`src/rtl/traffic_pkg.sv`:
```
// Shared definitions for the traffic-light controller and its side-road sensor.
// Lamp encodings, debounce state type and a counter-width helper.
package traffic_pkg;

  localparam logic [2:0] LAMP_RED = 3'b100;
  localparam logic [2:0] LAMP_YEL = 3'b010;
  localparam logic [2:0] LAMP_GRN = 3'b001;
  localparam logic [2:0] LAMP_RST = 3'b111;

  typedef enum logic [1:0] {IDLE, RISE_CHK, PRESENT, FALL_CHK} db_state_t;

  // Width able to hold 0..n-1; never narrower than one bit.
  function automatic int cnt_w(input int n);
    return (n > 1) ? $clog2(n) : 1;
  endfunction

endpackage

```
`src/rtl/det_debounce.sv`:
```
// Loop-detector front end: optional two-flop synchronizer (VRS_DET_SYNC_EN) and
// a four-state debounce FSM that reports one arrival per accepted rising level.
module det_debounce
  import traffic_pkg::*;
#(
  parameter int DEBOUNCE_CYC = 1_000_000
) (
  input  logic clk,
  input  logic rst,
  input  logic det_raw,
  output logic arrive,
  output logic det_lvl
);

  localparam int DB_W = cnt_w(DEBOUNCE_CYC);
  localparam logic [DB_W-1:0] DB_LAST = DB_W'(DEBOUNCE_CYC - 1);

  logic det_s;

`ifdef VRS_DET_SYNC_EN
  logic sync_p0, sync_p1;

  // Stage boundary: det_raw -> sync_p0 -> sync_p1 (det_s)
  always_ff @(posedge clk) begin
    if (rst) begin
      sync_p0 <= 1'b0;
      sync_p1 <= 1'b0;
    end else begin
      sync_p0 <= det_raw;
      sync_p1 <= sync_p0;
    end
  end

  assign det_s = sync_p1;
`else
  assign det_s = det_raw;
`endif

  db_state_t       state, state_nxt;
  logic [DB_W-1:0] db_cnt, db_cnt_nxt;

  always_ff @(posedge clk) begin
    if (rst) begin
      state  <= IDLE;
      db_cnt <= '0;
    end else begin
      state  <= state_nxt;
      db_cnt <= db_cnt_nxt;
    end
  end

  always_comb begin
    state_nxt  = state;
    db_cnt_nxt = db_cnt;
    arrive     = 1'b0;
    case (state)
      IDLE: begin
        if (det_s) begin
          state_nxt  = RISE_CHK;
          db_cnt_nxt = DB_W'(1);
        end
      end
      RISE_CHK: begin
        if (!det_s) begin
          state_nxt = IDLE;
        end else if (db_cnt == DB_LAST) begin
          state_nxt = PRESENT;
          arrive    = 1'b1;
        end else begin
          db_cnt_nxt = db_cnt + DB_W'(1);
        end
      end
      PRESENT: begin
        if (!det_s) begin
          state_nxt  = FALL_CHK;
          db_cnt_nxt = DB_W'(1);
        end
      end
      FALL_CHK: begin
        if (det_s) begin
          state_nxt = PRESENT;
        end else if (db_cnt == DB_LAST) begin
          state_nxt = IDLE;
        end else begin
          db_cnt_nxt = db_cnt + DB_W'(1);
        end
      end
      default: state_nxt = IDLE;
    endcase
  end

  assign det_lvl = (state == PRESENT) || (state == FALL_CHK);

endmodule

```
`src/rtl/vehicle_request_sensor.sv`:
```
// Side-road vehicle sensor: debounced arrivals, green-time departures, queue
// count and request s. Define VRS_DET_SYNC_EN to include the detector synchronizer.
module vehicle_request_sensor
  import traffic_pkg::*;
#(
  parameter int DEBOUNCE_CYC = 1_000_000,
  parameter int DEPART_CYC   = 100_000_000,
  parameter int QUEUE_W      = 4
) (
  input  logic               clk,
  input  logic               rst,
  input  logic               det_raw,
  input  logic [2:0]         ryg1,
  output logic               s,
  output logic [QUEUE_W-1:0] queue_cnt,
  output logic               arrive_pulse,
  output logic               overflow
);

  localparam int DEP_W = cnt_w(DEPART_CYC);
  localparam logic [DEP_W-1:0]   DEP_LAST = DEP_W'(DEPART_CYC - 1);
  localparam logic [QUEUE_W-1:0] Q_MAX    = {QUEUE_W{1'b1}};

  logic arrive, det_lvl;

  det_debounce #(
    .DEBOUNCE_CYC(DEBOUNCE_CYC)
  ) u_det_debounce (
    .clk    (clk),
    .rst    (rst),
    .det_raw(det_raw),
    .arrive (arrive),
    .det_lvl(det_lvl)
  );

  // An accepted arrival always leaves the debouncer in the vehicle-present level.
  assert property (@(posedge clk) disable iff (rst) arrive |=> det_lvl);

  logic [DEP_W-1:0]   dep_cnt;
  logic [QUEUE_W-1:0] queue_nxt;
  logic               green_busy, depart, ovf_set;

  assign green_busy = (ryg1 == LAMP_GRN) && (queue_cnt != '0);
  assign depart     = green_busy && (dep_cnt == DEP_LAST);

  always_comb begin
    queue_nxt = queue_cnt;
    ovf_set   = 1'b0;
    if (arrive && !depart) begin
      if (queue_cnt == Q_MAX) ovf_set = 1'b1;
      else                    queue_nxt = queue_cnt + QUEUE_W'(1);
    end else if (depart && !arrive) begin
      queue_nxt = queue_cnt - QUEUE_W'(1);
    end
  end

  // Stage boundary: arrival/departure decisions -> registered queue and request
  always_ff @(posedge clk) begin
    if (rst) begin
      dep_cnt      <= '0;
      queue_cnt    <= '0;
      s            <= 1'b0;
      arrive_pulse <= 1'b0;
      overflow     <= 1'b0;
    end else begin
      dep_cnt      <= (green_busy && !depart) ? dep_cnt + DEP_W'(1) : '0;
      queue_cnt    <= queue_nxt;
      s            <= (queue_nxt != '0);
      arrive_pulse <= arrive;
      overflow     <= overflow | ovf_set;
    end
  end

endmodule

```
`config.mk`:
```
export PLATFORM = sky130hd
export DESIGN_NAME = vehicle_request_sensor
export DESIGN_NICKNAME = d
export VERILOG_FILES = /design/src/rtl/traffic_pkg.sv /design/src/rtl/det_debounce.sv /design/src/rtl/vehicle_request_sensor.sv
export SDC_FILE = /design/constraint.sdc
export NUM_CORES = 1
export LEC_CHECK = 0
export BUFFER_PORTS_ARGS = -buffer_cell sky130_fd_sc_hd__buf_2
export CELL_PAD_IN_SITES_DETAIL_PLACEMENT = 1
export CELL_PAD_IN_SITES_GLOBAL_PLACEMENT = 1
export CORE_ASPECT_RATIO = 1.1
export CORE_UTILIZATION = 48
export CTS_BUF_LIST = sky130_fd_sc_hd__clkbuf_2
export CTS_CLUSTER_DIAMETER = 100
export DETAILED_ROUTE_END_ITERATION = 8
export GPL_TIMING_DRIVEN = 0
export PLACE_DENSITY_LB_ADDON = 0.1
export SKIP_CTS_REPAIR_TIMING = 1
export SLEW_MARGIN = 20
export SYNTH_ARGS = -nofsm -noshare
export SYNTH_HDL_FRONTEND = slang
export SYNTH_SLANG_ARGS = --single-unit
```
`constraint.sdc`:
```
create_clock -name clk -period 2.6 [get_ports clk]
set_clock_uncertainty 0.1 [all_clocks]
set_input_delay 0.26 -clock clk [delete_from_list [all_inputs] [get_ports clk]]
set_output_delay 0.26 -clock clk [all_outputs]
set_load 0.01 [all_outputs]
```
-- Word level (Yosys, flattened, before mapping)
Cells that the tools add are included.
- multipliers: 0
- divide/modulo/power cells: 0
- magnitude comparators: 0
- $add $sub $neg: 4
- bitwise operators: 2
- equality and inequality tests: 13
- shift operators: 0
- reduce and logical (&&, ||, !) cells: 13
- mux-type cells: 21
- operators by type and width (operator ; count):
    2-to-1 mux 20 bit ; 5
    case mux 20 bit (4 select lines) ; 1
    adder 27 x 1 -> 27 bit, second input constant ; 1
    == test 27 bit, second input constant ; 1
    adder 20 x 1 -> 20 bit, second input constant ; 1
    == test 20 bit, second input constant ; 1
    2-to-1 mux 2 bit ; 6
    2-to-1 mux 4 bit ; 3
    != test 2 bit, second input constant ; 4
    case mux 2 bit (4 select lines) ; 1
    AND reduction 4 bit ; 2
    nonzero test 4 bit ; 2
    != test 3 x 2 -> 1 bit, second input constant ; 2
    logical AND 1 bit ; 5
    2-to-1 mux 1 bit ; 5
    adder 4 x 1 -> 4 bit, second input constant ; 1
    == test 2 bit, second input constant ; 2
    == test 4 bit, second input constant ; 1
    subtractor 4 x 1 -> 4 bit, second input constant ; 1
    == test 3 x 1 -> 1 bit, second input constant ; 1
    == test 2 x 1 -> 1 bit, second input constant ; 1
    logical NOT 1 bit ; 2
    logical NOT 2 bit ; 1
    OR reduction 2 bit ; 1
    other kinds (2) ; 2
- input bits: 6
- memories: 0
- latch bits: 0
- memory bits (read-only): 0
- output and inout port bits: 7
- memory bits (writable): 0
- register bits: 56

-- Logic depth before layout (Yosys ltp)
Gate-level depths: netlist (run 1).
- depth after elaboration: 9
- gate-level depth with buffers: 8
- mapped depth without buffers: 7

-- By module
A second synthesis (run 1) with hierarchy kept.
- cells, all modules: 344
- area total of the unflattened synthesis: 2962.8 um2
- by module, submodules not included (module ; cells each ; area each (um2) ; instances ; sequential area each (um2)):
    vehicle_request_sensor ; 195 ; 1640.3 ; 1 ; 680.7
    det_debounce ; 149 ; 1322.5 ; 1 ; 440.4

-- Worst setup path before layout (run 1)
No wires, ideal clock.
- kind: reg-to-reg
- from: register u_det_debounce.db_cnt[0]
- to: register u_det_debounce.db_cnt[10]
- data required time: 2383 ps
- arrival: 1932 ps
- stages on the path, launching flop included: 9
- clock period less this slack: 2149 ps
- path buffers: 1
- setup slack: 451 ps
- cell sequence: dfxtp_1 ha_1 and3_1 nand4_1 or2_1 nand2_1 o21bai_1 buf_2 nor2_1
- cells in the longest elaborated chain, start to end: 4
- elaborated cells between the ends (all ways): 6
- those cells by class: add/sub (1); eq/ne (1); mux (4)
- RTL lines (what ; line ; RTL):
    start, declared ; det_debounce.sv:40 ; logic [DB_W-1:0] db_cnt, db_cnt_nxt;
    start signal, assigned ; det_debounce.sv:48 ; db_cnt <= db_cnt_nxt;
    adder 20 x 1 -> 20 bit / == test 20 bit (equally long branches) ; -- ;
    2-to-1 mux 20 bit * ; det_debounce.sv:66, det_debounce.sv:82 ;
    2-to-1 mux 20 bit, on equally long branches ; det_debounce.sv:80, det_debounce.sv:64 ;
    case mux 20 bit (4 select lines) * ; det_debounce.sv:56 ; case (state)
Every way passes the cells marked *; elsewhere a longest branch is shown, timed or not. The select of a mux whose other input is x is not followed.
A chain may end at the register's enable or synchronous reset.

-- Final worst setup path (run 1)
- from: register u_det_debounce.db_cnt[0]
- to: register s
- cells in the longest elaborated chain, start to end: 9
- elaborated cells between the ends (all ways): 10
- those cells by class: eq/ne (1); mux (5); reduce/logical (4)
- RTL lines (what ; line ; RTL):
    == test 20 bit * ; det_debounce.sv:66 ; end else if (db_cnt == DB_LAST) begin
    2-to-1 mux 1 bit * ; det_debounce.sv:66 ;
    2-to-1 mux 1 bit * ; det_debounce.sv:64 ; if (!det_s) begin
    2-to-1 mux 1 bit * ; det_debounce.sv:56 ;
    logical NOT 1 bit ; vehicle_request_sensor.sv:52 ; end else if (depart && !arrive) begin
    logical AND 1 bit ; vehicle_request_sensor.sv:52 ;
    2-to-1 mux 4 bit ; vehicle_request_sensor.sv:52 ;
    2-to-1 mux 4 bit * ; vehicle_request_sensor.sv:49 ; if (arrive && !depart) begin
    nonzero test 4 bit * ; vehicle_request_sensor.sv:68 ; s <= (queue_nxt != '0);
    end signal, assigned ; vehicle_request_sensor.sv:68 ;
    end, declared ; vehicle_request_sensor.sv:14 ; output logic s,
Every way passes the cells marked *; elsewhere a longest branch is shown, timed or not.

==> results of run 1 <==
-- cells by family (layout without fill, tap and decap cells) --
logic type / count (synthesis) / after routing
AOI/OAI and AO/OA: 32 / 32
adders and majority gates: 4 / 4
DFF: 56 / 56
xor gates and xnor gates: 43 / 43
and+or+nand+nor: 160 / 160
buffers and inverters: 21 / 43
muxes: 3 / 3
-- registers in the layout (all words and copies together) (netlist names), named ones only --
register	flops
s	1
arrive_pulse	1
overflow	1
u_det_debounce.state	1
queue_cnt	4
u_det_debounce.db_cnt	20
dep_cnt	27
-- power by group --
| group | switching [mW] | internal, mW |
|---|---|---|
| sequential | 0.00629 | 0.867 |
| clock | 0.265 | 0.0719 |
| combinational | 0.0313 | 0.0196 |
-- layout make-up --
cell class / count / area (sq um)
buffer: 9 / 38.79
clock buffer: 7 / 35.03
clock inverter: 1 / 3.754
fill: 662 / 2464
inverter: 12 / 45.04
multi-input combinational: 242 / 1551
sequential: 56 / 1121
tap: 75 / 93.84
timing repair buffer: 14 / 77.57
-- worst paths after layout --
check | start | end | slack (ns) | cells after the start
max reg2reg | u_det_debounce.db_cnt[0] | s | 0.14 | 7
min reg2reg | dep_cnt[0] | dep_cnt[0] | 0.40 | 1
max | u_det_debounce.db_cnt[0] | s | 0.14 | 7
min | rst | queue_cnt[2] | 0.14 | 3
-- metal layers --
layer  wire length (microns)  vias up  GRT usage, %
met5                       0        -             0
met4                      65        0         5.769
met3                     150        6         3.474
met2                    2849       22         37.45
met1                    2931     1087         27.69
li1                        -     1145             -
-- cells in the final DEF, fill, tap and decap left out, types with 3 or more instances in the layout --
master,n
xnor2_1,30
nand4_1,7
and3_1,12
nor3_1,11
buf_2,16
a21oi_1,10
nor4_1,3
ha_1,4
o21ai_0,5
or3_1,7
and4_1,3
clkbuf_2,7
nor2_1,57
clkbuf_1,5
dfxtp_1,56
inv_1,12
nand3_1,23
nand2_1,18
xor2_1,13
a31oi_1,3
-- worst reg2reg max path: stages, from the launching register on --
cell and delay [ns]:
dfxtp_1 0.45, ha_1 0.19, and3_1 0.21, nand4_1 0.36
or3_1 0.54, a211o_1 0.30, o32a_1 0.21, o211ai_2 0.07
-- per-stage QoR --
stage          setup TNS (ns)  std cells  instance area [sq um]
5_1_grt                     0        416                   2967
4_1_cts               -0.8166        414                   2940
3_5_place_dp          -0.4981        406                   2902
2_1_floorplan               0        319                   2748
6_report                    0        416                   2967
3_3_place_gp          -0.2708        406                   2902
==> out/qor.txt, run 1 <==
simple-gate share of the synthesized area: 30.97%
fin util: 54.63%
I/O pins: 13
Core ar.: 5430 sq um
Yosys top cell by area: dfxtp_1
Async SR Flop Fraction: 0%
remaining antenna violation count after routing: 0
Syn Std Cell Area: 2748 sq um
WP buf/inv: 0
cells after synthesis: 319
CP Cell Sequence: ha_1, and3_1, nand4_1, or3_1, a211o_1, o32a_1, o211ai_2
GRT Residual Overflow: 0
Critical Path Fanout Max: 8
num rows: 28
total track usage: 21.66%
initial antenna violation count: 0
gpl congestion: 0.7986
ys flop type: dfxtp_1
Die X-Extent: 74.14 microns
outcome: complete, no violations
vias in the first global route: 2,209
CTS Buf Count: 5
crit end category: register
detailed router's first-iteration violation count: 81
Final Hold Vio Count: 0
clock root cell: clkbuf_2
CP Launch Type: register
crit-path leading delay family: simple AND/OR/NAND/NOR gates
final setup fails: 0
critical path arrival: 2.75 ns
Unique masters post-synth: 46
Num Clock Sinks: 56
Die H: 81.35 microns
DRC errors left: 0
DR pass1 iterations: 4
CTS tree: yes
CP Class: register to register
clock buffer depth: 2
worst hold path type: primary input to register
n_diodes: 0
hold slack final: 0.1439 ns
Synth top cells by count: nor2_1, dfxtp_1, xnor2_1, nand3_1, nand2_1
Yosys reg bits: 56
syn_area_per_cell: 8.613 sq um
net count after synthesis: 329
power per cell area: 425.2 nW/um^2
most frequent cell after synthesis: nor2_1
area fraction of the dominant cell type after synthesis: 40.80%
overall power consumption: 1.261 mW
Slew Viols, Final: 0
largest family of logic cells by synthesized area: simple AND/OR/NAND/NOR gates
Worst-Skew Late Latency: 0.43 ns
Max H-tree Level: 2
post-layout min period: 2.461 ns
I/O Buffers: 12
Final Net Count: 350
sequential area share after synthesis: 40.80%
Max Cap Viol: 0
period utilization: 94.67%
Leakage: 0.9559 nW
Starting Density: 50.60%
Synth Area in Adders: 1.821%
Die Area: 6031 sq um
vias per cell: 5.433
XOR/XNOR Fraction of Synth Area: 13.71%
drt total wl: 5996 microns
worst slew pin tran: 0.5329 ns
slowest cell delay on critical path: 0.54 ns
Data required, critical path: 2.89 ns
hpwl dp: 4379 microns
fmax: 406.3 MHz
WL per Instance: 14.41 microns
clk slew on worst S/H paths: 0.27 ns
Layout Area Growth over Synthesis: 7.969%
final setup margin: 0.1387 ns
pre-CTS setup slack: -0.05940 ns
pin count of the biggest net entering global routing: 16
Worst path slowest cell: or3_1
first-pass GRT wire length: 10,190 microns
number of synthesized flops with an enable pin: 0
relative slew slack: 64.47%
RSZ-0062 raised after global routing: no
via count: 2,260
yosys synthesis warning count: 0
share of post-route cells with drive strength above 1: 11.14%
Compound-Gate Fraction of Synth Area: 8.515%
post-synthesis mux area share: 1.138%
VDD IR max: 210.6 uV
Synth area leaders: dfxtp_1, xnor2_1, nor2_1, nand3_1, xor2_1
Note: power is estimated with default switching activity, not from simulation.
==> inputs of run 2 (changes only) <==
CORE_UTILIZATION = 40   (was 48)
==> run 2 against run 1 <==
Compared with the run above: critical path type unchanged; largest cell class unchanged; sequential share of layout area decreased by 0.33 points; sequential power about the same; critical path depth decreased by 1; hold slack got worse by 0.019 ns; combinational power increased by 1%; clock-buffer cell count unchanged; via count increased by 0.71%; die area increased by 19%; global-route usage decreased by 3.9 points; clock power about the same; largest power group unchanged; first-iteration DRC count decreased by 42%.
==> out/qor.txt, run 2 (synthesis results as in run 1) <==
Worst Hold Path Cells: 3 (unchanged)
num rows: 31 (+11%)
Max H-tree Level: 2 (unchanged)
CTS Buf Count: 5 (unchanged)
VDD IR max: 166.1 uV (-21%)
worst hold path type: primary input to register
gpl congestion: 0.7914 (-0.90%)
reg-to-reg endpoint: s
share of post-route cells with drive strength above 1: 11.37% (+0.23 points)
DRC errors left: 0 (unchanged)
Largest register FFs: 27 (unchanged)
total negative slack: 0 ns (unchanged)
Leakage: 0.9653 nW (+0.98%)
biggest regs: dep_cnt x27, u_det_debounce.db_cnt x20, queue_cnt x4
Hold Path End: u_det_debounce.db_cnt[9]
drt total wl: 5923 microns (-1.2%)
fmax: 408.9 MHz (+0.64%)
detailed router's first-iteration violation count: 47 (-42%)
Worst-Skew Late Latency: 0.43 ns (about the same)
Num Clock Sinks: 56 (unchanged)
critical path arrival: 2.73 ns (-0.02 ns)
hold slack final: 0.1249 ns (-0.01898 ns)
total track usage: 17.79% (-3.9 points)
WL per Instance: 13.94 microns (-3.3%)
CP Launch Type: register
Slew Viols, Final: 0 (unchanged)
final setup margin: 0.1544 ns (+0.01577 ns)
most frequent cells in the layout: nor2_1, dfxtp_1, xnor2_1
worst slew pin tran: 0.5831 ns (+0.05019 ns)
Layout Area Growth over Synthesis: 8.925%
Hold Path Origin: rst
Largest Register: dep_cnt
outcome: complete, no violations
relative slew slack: 60.83% (-3.6 points)
R2R depth: 6 (-1)
Finished Layout Cells: 425 (+2.2%)
hpwl dp: 4337 microns (-0.97%)
placed cell area: 2910 sq um (+0.30%)
GRT Residual Overflow: 0 (unchanged)
clock root cell: clkbuf_2
Die Area: 7205 sq um (+19%)
first-pass GRT wire length: 9970 microns (-2.2%)
Final Net Count: 352 (+0.57%)
final setup fails: 0 (unchanged)
pin count of the biggest net entering global routing: 16 (unchanged)
FILL cells: 831 (+26%)
clk slew on worst S/H paths: 0.27 ns (about the same)
post-layout min period: 2.446 ns (-0.01576 ns)
Max Cap Viol: 0 (unchanged)
RSZ-0062 raised after global routing: no
initial antenna violation count: 0 (unchanged)
Critical Path Fanout Max: 8 (unchanged)
via count: 2,276 (+0.71%)
Final Hold Vio Count: 0 (unchanged)
CP Class: register to register
Die X-Extent: 81.02 microns (+9.3%)
Core ar.: 6594 sq um (+21%)
n_diodes: 0 (unchanged)
crit end category: register
I/O Buffers: 12 (unchanged)
vias per cell: 5.355 (-1.4%)
period utilization: 94.06% (-0.61 points)
placed cells: 413 (+1.7%)
commonest non-fill, non-tap cell in the layout: nor2_1
clock buffer depth: 2 (unchanged)
Data required, critical path: 2.89 ns (about the same)
vias in the first global route: 2,164 (-2.0%)
CTS tree: yes
power per cell area: 421.5 nW/um^2 (-0.86%)
remaining antenna violation count after routing: 0 (unchanged)
r2r setup slk: 0.15 ns (+0.02 ns)
Final Instance Area: 2993 sq um (+0.89%)
Starting Density: 41.67% (-8.9 points)
pre-CTS setup slack: -0.07214 ns (-0.01274 ns)
Die H: 88.93 microns (+9.3%)
I/O pins: 13 (unchanged)
reg-to-reg startpoint: dep_cnt[12]
DR pass1 iterations: 4 (unchanged)
-- run 2: cell type report --
cell class	count	area, sq um	share of cell area (%)
sequential	56	1121	37.46
clock buffer	7	35.03	1.171
multi-input combinational	242	1554	51.92
clock inverter	1	3.754	0.1254
inverter	12	45.04	1.505
buffer	9	38.79	1.296
tap	82	102.6	3.428
timing repair buffer	16	92.59	3.094
-- run 2: critical path, stage by stage (launching register included) --
cell	delay (ns)
dfxtp_1	0.40
or4b_4	0.56
nor4_4	0.43
nand3_2	0.26
mux2i_1	0.21
a31o_2	0.29
o211ai_2	0.15
-- run 2: worst max path at each step --
stage	slack, ns	depth (start not counted)	end	from
floorplan	0.45	8	u_det_debounce.db_cnt[10]	u_det_debounce.db_cnt[0]
global placement	-0.09	8	u_det_debounce.db_cnt[11]	u_det_debounce.db_cnt[0]
detailed placement	-0.07	8	u_det_debounce.db_cnt[16]	u_det_debounce.db_cnt[0]
CTS	-0.11	8	u_det_debounce.db_cnt[19]	u_det_debounce.db_cnt[0]
global route	0.03	6	s	dep_cnt[12]
finish	0.15	6	s	dep_cnt[12]
-- run 2: through the flow --
step / utilization (%) / power, mW
6_report: 45.39 / 1.262
5_1_grt: 45.39 / 1.315
2_1_floorplan: - / 0.9184
4_1_cts: 44.72 / 1.287
3_3_place_gp: 44.14 / 0.9376
3_5_place_dp: 44.14 / 0.9374
-- run 2: where the power goes --
part | leakage, nW | internal, mW | switching, mW | total [mW]
registers | 0.452 | 0.867 | 0.00663 | 0.873
logic | 0.483 | 0.0204 | 0.0312 | 0.0515
clock network | 0.0306 | 0.0718 | 0.265 | 0.337
-- run 2: per-layer routing --
metal / part of all wire, % / wire [microns] / up-vias / GRT usage, %
met5: 0 / 0 / - / 0
met4: 1.4 / 82 / 0 / 5.844
met3: 2.0 / 120 / 6 / 3.367
met2: 46 / 2744 / 22 / 29.72
met1: 50 / 2974 / 1093 / 23.04
li1: - / - / 1155 / -
==> inputs of run 3 (changes only) <==
ABC_AREA = 1   (was unset)
==> run 3 against run 2 <==
Compared with the run above: combinational power fell by 22%; cell area rose by 16%; hold slack got worse by 0.11 ns; clock-buffer cell count fell by 1; first-iteration DRC count rose by 91%; cell count rose by 38%; routed wire length rose by 33%; fmax rose by 13%; die area rose by 17%; register-to-register slack improved by 0.28 ns; highest routed layer unchanged.
==> out/qor.txt, run 3 <==
final setup margin: 0.4312 ns (+0.2768 ns)
Comb power frac: 3.2% (-0.9 points)
Worst Hold Path Cells: 3 (unchanged)
sw frac: 24.80% (+0.82 points)
CP Launch Type: register
commonest non-fill, non-tap cell in the layout: nand2_1
vias in the first global route: 2,949 (+36%)
detailed router's first-iteration violation count: 90 (+91%)
worst slew pin tran: 0.5397 ns (-0.04337 ns)
Clock power frac: 27.7% (+1.0 points)
Syn Std Cell Area: 3218 sq um (+17%)
share of post-route cells with drive strength above 1: 16.01% (+4.6 points)
first-pass GRT wire length: 13,460 microns (+35%)
Die Area: 8408 sq um (+17%)
pin count of the biggest net entering global routing: 17 (+1)
VDD IR max: 239.5 uV (+44%)
ys flop type: dfxtp_1
Synth top cells by count: nand2_1, nor2_1, inv_1, dfxtp_1, nand3_1
outcome: complete, no violations
GRT Residual Overflow: 0 (unchanged)
Die H: 96.07 microns (+8.0%)
Die X-Extent: 87.52 microns (+8.0%)
biggest regs: dep_cnt x27, u_det_debounce.db_cnt x20, queue_cnt x4
fmax: 461.1 MHz (+13%)
clock root cell: clkbuf_2
Final Net Count: 490 (+39%)
I/O Buffers: 12 (unchanged)
P_int: 945.2 uW (-1.4%)
power per cell area: 363.2 nW/um^2 (-14%)
pre-CTS setup slack: 0.4603 ns (+0.5324 ns)
cells after synthesis: 460 (+44%)
sequential area share after synthesis: 34.84% (-6.0 points)
syn_area_per_cell: 6.996 sq um (-19%)
Starting Density: 42.13% (+0.46 points)
total track usage: 20.42% (+2.6 points)
DR pass1 iterations: 4 (unchanged)
remaining antenna violation count after routing: 0 (unchanged)
DRC errors left: 0 (unchanged)
Layout Area Growth over Synthesis: 7.543%
Synth area leaders: dfxtp_1, nand2_1, nor2_1, inv_1, nand3_1
total negative slack: 0 ns (unchanged)
drt total wl: 7904 microns (+33%)
most frequent cell after synthesis: nand2_1
critical path arrival: 2.43 ns (-0.30 ns)
Worst-Skew Late Latency: 0.47 ns (+0.04 ns)
I/O pins: 13 (unchanged)
Final Hold Vio Count: 0 (unchanged)
Largest register FFs: 27 (unchanged)
relative slew slack: 64.02% (+3.2 points)
period utilization: 83.41% (-11 points)
NetSw: 311.7 uW (+3.0%)
CTS tree: yes
Async SR Flop Fraction: 0% (unchanged)
worst hold path type: primary input to register
number of synthesized flops with an enable pin: 0 (unchanged)
Num Clock Sinks: 56 (unchanged)
Unique masters post-synth: 41 (-11%)
vias per cell: 5.043 (-5.8%)
post-layout min period: 2.169 ns (-0.2768 ns)
clock buffer depth: 2 (unchanged)
Yosys top cell by area: dfxtp_1
Leakage: 1.289 nW (+34%)
via count: 2,955 (+30%)
Core ar.: 7639 sq um (+16%)
Max H-tree Level: 2 (unchanged)
hpwl dp: 6215 microns (+43%)
clk slew on worst S/H paths: 0.27 ns (about the same)
CTS Buf Count: 5 (unchanged)
WL per Instance: 13.49 microns (-3.2%)
RSZ-0062 raised after global routing: no
Slew Viols, Final: 0 (unchanged)
final setup fails: 0 (unchanged)
sequential power share: 69.1% (about the same)
yosys synthesis warning count: 0 (unchanged)
area fraction of the dominant cell type after synthesis: 34.84% (-6.0 points)
gpl congestion: 0.7973 (+0.75%)
most frequent cells in the layout: nand2_1, nor2_1, inv_1
R2R depth: 14 (+8)
num rows: 33 (+6.5%)
n_diodes: 0 (unchanged)
net count after synthesis: 470 (+43%)
crit end category: register
Critical Path Fanout Max: 6 (-2)
Data required, critical path: 2.87 ns (-0.02 ns)
Largest Register: dep_cnt
Yosys reg bits: 56 (unchanged)
initial antenna violation count: 0 (unchanged)
CP Class: register to register
Max Cap Viol: 0 (unchanged)
==> run 3: metrics by stage <==
stage	cell area [sq um]	hold WS, ns	cells	util, %	power [mW]
floorplan	3218	0.3288	460	-	0.9091
global placement	3410	0.3419	577	44.64	0.9216
detailed placement	3410	0.3539	577	44.64	0.9233
CTS	3451	-0.05119	585	45.18	1.276
global route	3461	0.009754	586	45.31	1.307
finish	3461	0.01889	586	45.31	1.257
==> run 3: worst max-delay path, cell delays in order (launching register included) <==
cell and delay [ns]:
dfxtp_1 0.49, inv_1 0.10, ha_1 0.22, inv_1 0.06, nor2_1 0.04, nand2_1 0.06
nand3_1 0.13, inv_1 0.13, nand3_2 0.14, nor2_1 0.17, nand2_1 0.07, nand2_1 0.09
nand2_1 0.06, nor2_1 0.15, a21oi_2 0.07
==> run 3: layer usage <==
layer  global-route usage, %  share of wire [%]
met5                       0                  0
met4                   4.508               0.48
met3                   2.573                1.5
met2                   37.43                 49
met1                   25.38                 49
==> run 3: worst paths after layout <==
check	startpoint	end	slack, ns
hold / removal	rst	overflow	0.02
setup reg to reg	queue_cnt[0]	s	0.43
hold reg to reg	register	register	0.39
setup / recovery	queue_cnt[0]	s	0.43
==> run 3: area by class of cell <==
class                      instances  area (sq um)
fill                            1012          4178
multi-input combinational        332          1805
clock inverter                     2         11.26
tap                              105         131.4
sequential                        56          1121
timing repair buffer              13         70.07
inverter                          67         255.2
clock buffer                       6         30.03
buffer                             5         36.28
==> run 3: logic make-up (layout without fill, tap and decap cells) <==
| group | Yosys count | in the layout | synth area share (%) |
|---|---|---|---|
| fa+ha+maj | 4 | 4 | 1.555 |
| buf+inv | 72 | 93 | 9.059 |
| xor+xnor | 12 | 12 | 3.266 |
| flops | 56 | 56 | 34.84 |
| simple gates | 260 | 260 | 40.79 |
| compound gates | 56 | 56 | 10.50 |
==> run 3: power by group through the flow <==
stage,clock network [mW],logic (mW),registers [mW]
2_1_floorplan,0,0.0269,0.882
3_3_place_gp,0,0.0383,0.883
3_5_place_dp,0,0.0395,0.884
4_1_cts,0.367,0.0397,0.870
5_1_grt,0.391,0.0451,0.871
6_report,0.348,0.0402,0.869
